File: src/rtl/matrix_pkg.sv
// Shared constants, state encoding and result helpers for the
// matrix-multiplier datapath. DOT4_SATURATE_EN selects sat_res.
package matrix_pkg;

  localparam int DATA_W  = 16;
  localparam int N_TERMS = 4;
  localparam int SEL_W   = 4;
  localparam int RES_W   = 32;
  localparam int ACC_W   =
    2 * DATA_W + $clog2(N_TERMS);

  typedef logic [1:0] state_t;

  localparam state_t S_IDLE = 2'd0;
  localparam state_t S_RUN  = 2'd1;
  localparam state_t S_DONE = 2'd2;

  function automatic logic [RES_W-1:0]
    wrap_res(input logic [ACC_W-1:0] v);
    return v[RES_W-1:0];
  endfunction

  // In range when every bit above the result
  // sign bit repeats the accumulator sign.
  function automatic logic [RES_W-1:0]
    sat_res(input logic [ACC_W-1:0] v);
    logic ok;
    ok = v[ACC_W-1:RES_W-1] ==
         {(ACC_W-RES_W+1){v[ACC_W-1]}};
    if (ok)
      return v[RES_W-1:0];
    else if (v[ACC_W-1])
      return {1'b1, {(RES_W-1){1'b0}}};
    else
      return {1'b0, {(RES_W-1){1'b1}}};
  endfunction

endpackage

File: src/rtl/mac_unit_16.sv
// Signed multiply-accumulate: clk, rst, clr, en, a, b -> acc_nxt.
// acc_nxt is the sum including the current product.
import matrix_pkg::*;

module mac_unit_16 #(
  parameter int DW = matrix_pkg::DATA_W,
  parameter int AW = matrix_pkg::ACC_W
) (
  input  logic          clk,
  input  logic          rst,
  input  logic          clr,
  input  logic          en,
  input  logic [DW-1:0] a,
  input  logic [DW-1:0] b,
  output logic [AW-1:0] acc_nxt
);

  logic [AW-1:0]   acc;
  logic [2*DW-1:0] ax;
  logic [2*DW-1:0] bx;
  logic [2*DW-1:0] prod;

  // Low 2*DW bits of the product of
  // sign-extended operands = signed product.
  assign ax   = {{DW{a[DW-1]}}, a};
  assign bx   = {{DW{b[DW-1]}}, b};
  assign prod = ax * bx;

  assign acc_nxt = acc +
    {{(AW-2*DW){prod[2*DW-1]}}, prod};

  always_ff @(posedge clk) begin
    if (rst)
      acc <= '0;
    else if (clr)
      acc <= '0;
    else if (en)
      acc <= acc_nxt;
  end

endmodule

File: src/rtl/dot4_mac_sequencer.sv
// Dot-product sequencer: drives sel, accumulates a_in*b_in,
// start/busy/done/result. Optional clamp: DOT4_SATURATE_EN.
import matrix_pkg::*;

module dot4_mac_sequencer #(
  parameter int DATA_W  = matrix_pkg::DATA_W,
  parameter int N_TERMS = matrix_pkg::N_TERMS,
  parameter int SEL_W   = matrix_pkg::SEL_W,
  parameter int RES_W   = matrix_pkg::RES_W
) (
  input  logic              clk,
  input  logic              rst,
  input  logic              start,
  input  logic [DATA_W-1:0] a_in,
  input  logic [DATA_W-1:0] b_in,
  output logic [SEL_W-1:0]  sel,
  output logic              busy,
  output logic              done,
  output logic [RES_W-1:0]  result
);

  localparam int CNT_W = $clog2(N_TERMS);
  localparam int AW    = 2 * DATA_W + CNT_W;

  state_t           state;
  logic [CNT_W-1:0] cnt;
  logic             is_idle;
  logic             is_run;
  logic             is_done;
  logic             acpt;
  logic             last;
  logic [AW-1:0]    acc_nxt;
  logic [RES_W-1:0] fin;

  assign is_idle = state == S_IDLE;
  assign is_run  = state == S_RUN;
  assign is_done = state == S_DONE;
  assign acpt    = start & (is_idle | is_done);
  assign last    = cnt == CNT_W'(N_TERMS - 1);

  // cnt is zero outside RUN, so sel needs
  // no extra gating.
  assign sel  = SEL_W'(cnt);
  assign busy = is_run;
  assign done = is_done;

`ifdef DOT4_SATURATE_EN
  assign fin = sat_res(acc_nxt);
`else
  assign fin = wrap_res(acc_nxt);
`endif

  always_ff @(posedge clk) begin
    if (rst) begin
      state  <= S_IDLE;
      cnt    <= '0;
      result <= '0;
    end else begin
      unique case (1'b1)
        is_run: begin
          if (last) begin
            state  <= S_DONE;
            cnt    <= '0;
            result <= fin;
          end else begin
            cnt <= cnt + CNT_W'(1);
          end
        end
        acpt: begin
          state <= S_RUN;
          cnt   <= '0;
        end
        default: state <= S_IDLE;
      endcase
    end
  end

  mac_unit_16 #(
    .DW (DATA_W),
    .AW (AW)
  ) u_mac (
    .clk     (clk),
    .rst     (rst),
    .clr     (acpt),
    .en      (is_run),
    .a       (a_in),
    .b       (b_in),
    .acc_nxt (acc_nxt)
  );

endmodule

File: config.mk
export PLATFORM = sky130hd
export DESIGN_NAME = dot4_mac_sequencer
export DESIGN_NICKNAME = d
export VERILOG_FILES = /design/src/rtl/matrix_pkg.sv /design/src/rtl/mac_unit_16.sv /design/src/rtl/dot4_mac_sequencer.sv
export SDC_FILE = /design/constraint.sdc
export NUM_CORES = 1
export LEC_CHECK = 0
export ABC_AREA = 0
export ABC_CLOCK_PERIOD_IN_PS = 9100
export BUFFER_PORTS_ARGS = -buffer_cell sky130_fd_sc_hd__buf_2
export CORE_MARGIN = 2
export CORE_UTILIZATION = 50
export CTS_BUF_LIST = sky130_fd_sc_hd__clkbuf_16
export CTS_CLUSTER_DIAMETER = 60
export DETAILED_ROUTE_END_ITERATION = 12
export MAX_ROUTING_LAYER = met4
export PLACE_DENSITY = 0.73
export RECOVER_POWER = 100
export SETUP_SLACK_MARGIN = 0.1
export SYNTH_ARGS = -nofsm -noshare
export SYNTH_HDL_FRONTEND = slang
export SYNTH_SLANG_ARGS = --single-unit
File: constraint.sdc
create_clock -name clk -period 9.1 [get_ports clk]
set_input_delay 0.455 -clock clk [delete_from_list [all_inputs] [get_ports clk]]
set_output_delay 0.455 -clock clk [all_outputs]
set_load 0.03 [all_outputs]
==> results.py <==
metrics = {
    "status": {
        "outcome": "finished with violations",
        "violations": "max-capacitance violations, max-slew violations",
    },
    "setup_path": {
        "worstSetupEndpointType": "register",
        "cp_slowest_cell": "fa_1",
        "worstReg2RegStart": "state[1]",
        "r2r_end": "result[26]",
        "reg2reg_slack_ns": 4.53,
        "worst-setup-path-type": "in2reg",
        "crit_path_max_incr_delay_ns": 0.56,
        "startpoint_type": "primary input",
        "cp_max_fo": 16,
        "cp.required_ns": 9.30,
        "reg2reg_depth": 8,
        "cp_common_cell": "fa_1",
        "crit_arrival_ns": 8.47,
    },
    "layout": {
        "n_antenna_cell": 0,
        "syn_to_final_growth_pct": 6.47,
        "nets": 2034,
        "fillers": 2444,
        "drive_gt1_share_pct": 3.51,
    },
    "clock_tree": {
        "clock_latency_ns": 0.34,
        "cts-root-buf": "clkbuf_16",
        "cts_sinks": 68,
        "h-tree-depth": 3,
        "cts_buffers": 9,
        "holdBufCountCts": 0,
        "cts_setup_buffers": 0,
        "path_clk_slew_ns": 0.06,
        "cts_resized": 0,
        "tritoncts": "done",
        "cts.path.max_buffers": 2,
    },
    "synth": {
        "ys_seq_elements": 68,
        "synth_ff_type": "dfxtp_1",
        "synth_area_mm2": 0.0137,
        "yosysTopAreaCellShare_pct": 38.5,
        "async_flop_share_pct": 0,
        "synthTopCellsByArea": "fa_1 (39%), ha_1 (11%), dfxtp_1 (10%), inv_1 (8.3%), nand2_1 (6.6%)",
        "avgSynthCellArea_um2": 8.60,
        "yosys.area.top_type": "fa_1",
        "ys_seq_area_share_pct": 9.96,
        "post_synth_inst_count": 1590,
        "synth_cell_type_count": 50,
        "synth-edff-count": 0,
        "synth_warnings": 0,
        "yosysMostFrequentCell": "inv_1",
        "synthTopCellsByCount": "inv_1 (304), fa_1 (263), nand2_1 (240)",
    },
    "global_routing": {
        "grt_pass1_wl_mm": 55.2,
        "antenna_found_initial": 0,
        "grt_pass1_vias": 10800,
        "grtUsageTotal_pct": 24.7,
        "grt_max_degree": 39,
        "grt_overflow": 0,
    },
    "min_path": {
        "hold_start": "start",
        "hold_end": "state[0]",
        "min_path_cells": 3,
        "hp-class": "in2reg",
    },
    "sta": {
        "worst_slew_pin_slew_ns": 1.67,
        "rsz0062_at_grt": "no",
        "finClkSkew_ns": 0.00839,
        "whs_ns": 0.453,
        "hold_violations": 0,
        "finalSetupViolations": 0,
        "fmax_mhz": 121,
        "slew_headroom_pct": -11.7,
        "slew_viol_final": 68,
        "fin_crit_ns": 8.28,
        "finalCritPeriodShare_pct": 91.0,
        "setup_tns_ns": 0,
    },
    "floorplanning": {
        "io_pins": 73,
        "chipWidth_um": 169,
        "start_util_pct": 50.9,
        "die_h_um": 169,
        "fp.dieArea_mm2": 0.0287,
        "rows": 60,
        "core_area_mm2": 0.0269,
    },
    "drt": {
        "first_pass_iters": 7,
        "wl_mm": 31.9,
        "ant_nets": 0,
        "drc": 0,
        "drtIter0Drc": 842,
        "vias": 10500,
        "via_per_inst": 5.33,
        "wire_per_inst_um": 16.2,
    },
    "run": {
        "drv_cap": 2,
    },
    "placement": {
        "detailed_place_hpwl_mm": 25.8,
        "place_congestion": 0.890,
        "io_buffers": 70,
    },
}
-- state kept, by name, indices dropped and copies added (netlist names) --
name and cells:
cnt 2, result 32, state 2, u_mac.acc 32
-- per-layer routing --
metal	wire length [um]	part of all wire, %	up-vias	track usage [%]
met4	350	1.1	0	4.09
met2	14400	45	358	37.0
li1	-	-	4934	-
met5	0	0	-	-
met1	14800	47	5166	35.9
met3	2290	7.2	26	4.20
-- metrics by stage --
step                      worst slack, ns  area (um^2)  instances  util (%)
after floorplan                      1.26        13700       1591         -
after global placement              0.719        14300       1950      53.1
after detailed placement            0.579        14300       1950      53.1
after CTS                           0.874        14600       1966      54.4
after global routing                0.311        14600       1966      54.1
final                               0.821        14600       1966      54.1
-- cell usage in the layout, fill, tap and decap left out, types with 28 or more instances in the layout --
cell type,Yosys,routed
nand2_1,240,240
nor2_1,74,74
inv_1,304,305
a21oi_1,100,100
buf_2,0,34
dfxtp_1,68,68
fa_1,263,263
xnor2_1,41,41
and2_1,127,124
ha_1,116,116
clkbuf_1,53,39
o21ai_0,27,28
-- area by class of cell --
type,instances,area (um^2),share of cell area [%]
clock inverters,7,115,0.791
multi-input cells,1160,10900,75.2
well taps,341,427,2.93
repair buffers,76,339,2.33
clock buffers,9,225,1.55
inverters,305,1140,7.87
flip-flops and latches,68,1360,9.35
-- critical path: cells and delay by family --
kind / cells / cell delay (ns)
AND/OR/NAND/NOR: 7 / 1.16
adder cells (fa/ha/maj): 8 / 3.66
buffers and inverters: 6 / 0.62
XOR/XNOR: 2 / 0.68
AO/OA/AOI/OAI: 8 / 1.88
-- logic make-up (layout without fill, tap and decap cells) --
kind of cell	count (synthesis)	in the layout	synth area share [%]
other	1	2	0.0274
buffers and inverters	363	397	10.0
AO/OA/AOI/OAI	211	211	9.40
AND/OR/NAND/NOR	507	507	17.4
adder cells (fa/ha/maj)	379	379	49.1
flip-flops	68	68	9.96
XOR/XNOR	61	61	4.01
-- how the worst max path moves through the flow --
stage,startpoint,to,slack (ns),cells after the start
CTS,b_in[7],result[31],0.87,31
detailed placement,b_in[7],result[31],0.58,31
finish,b_in[7],result[31],0.82,31
global route,b_in[7],result[31],0.31,31
floorplan,b_in[1],u_mac.acc[31],1.26,29
global placement,b_in[7],result[31],0.72,31
Power is not shown: default switching activity piles up to over one toggle a cycle in this logic, so the estimate is an artifact.
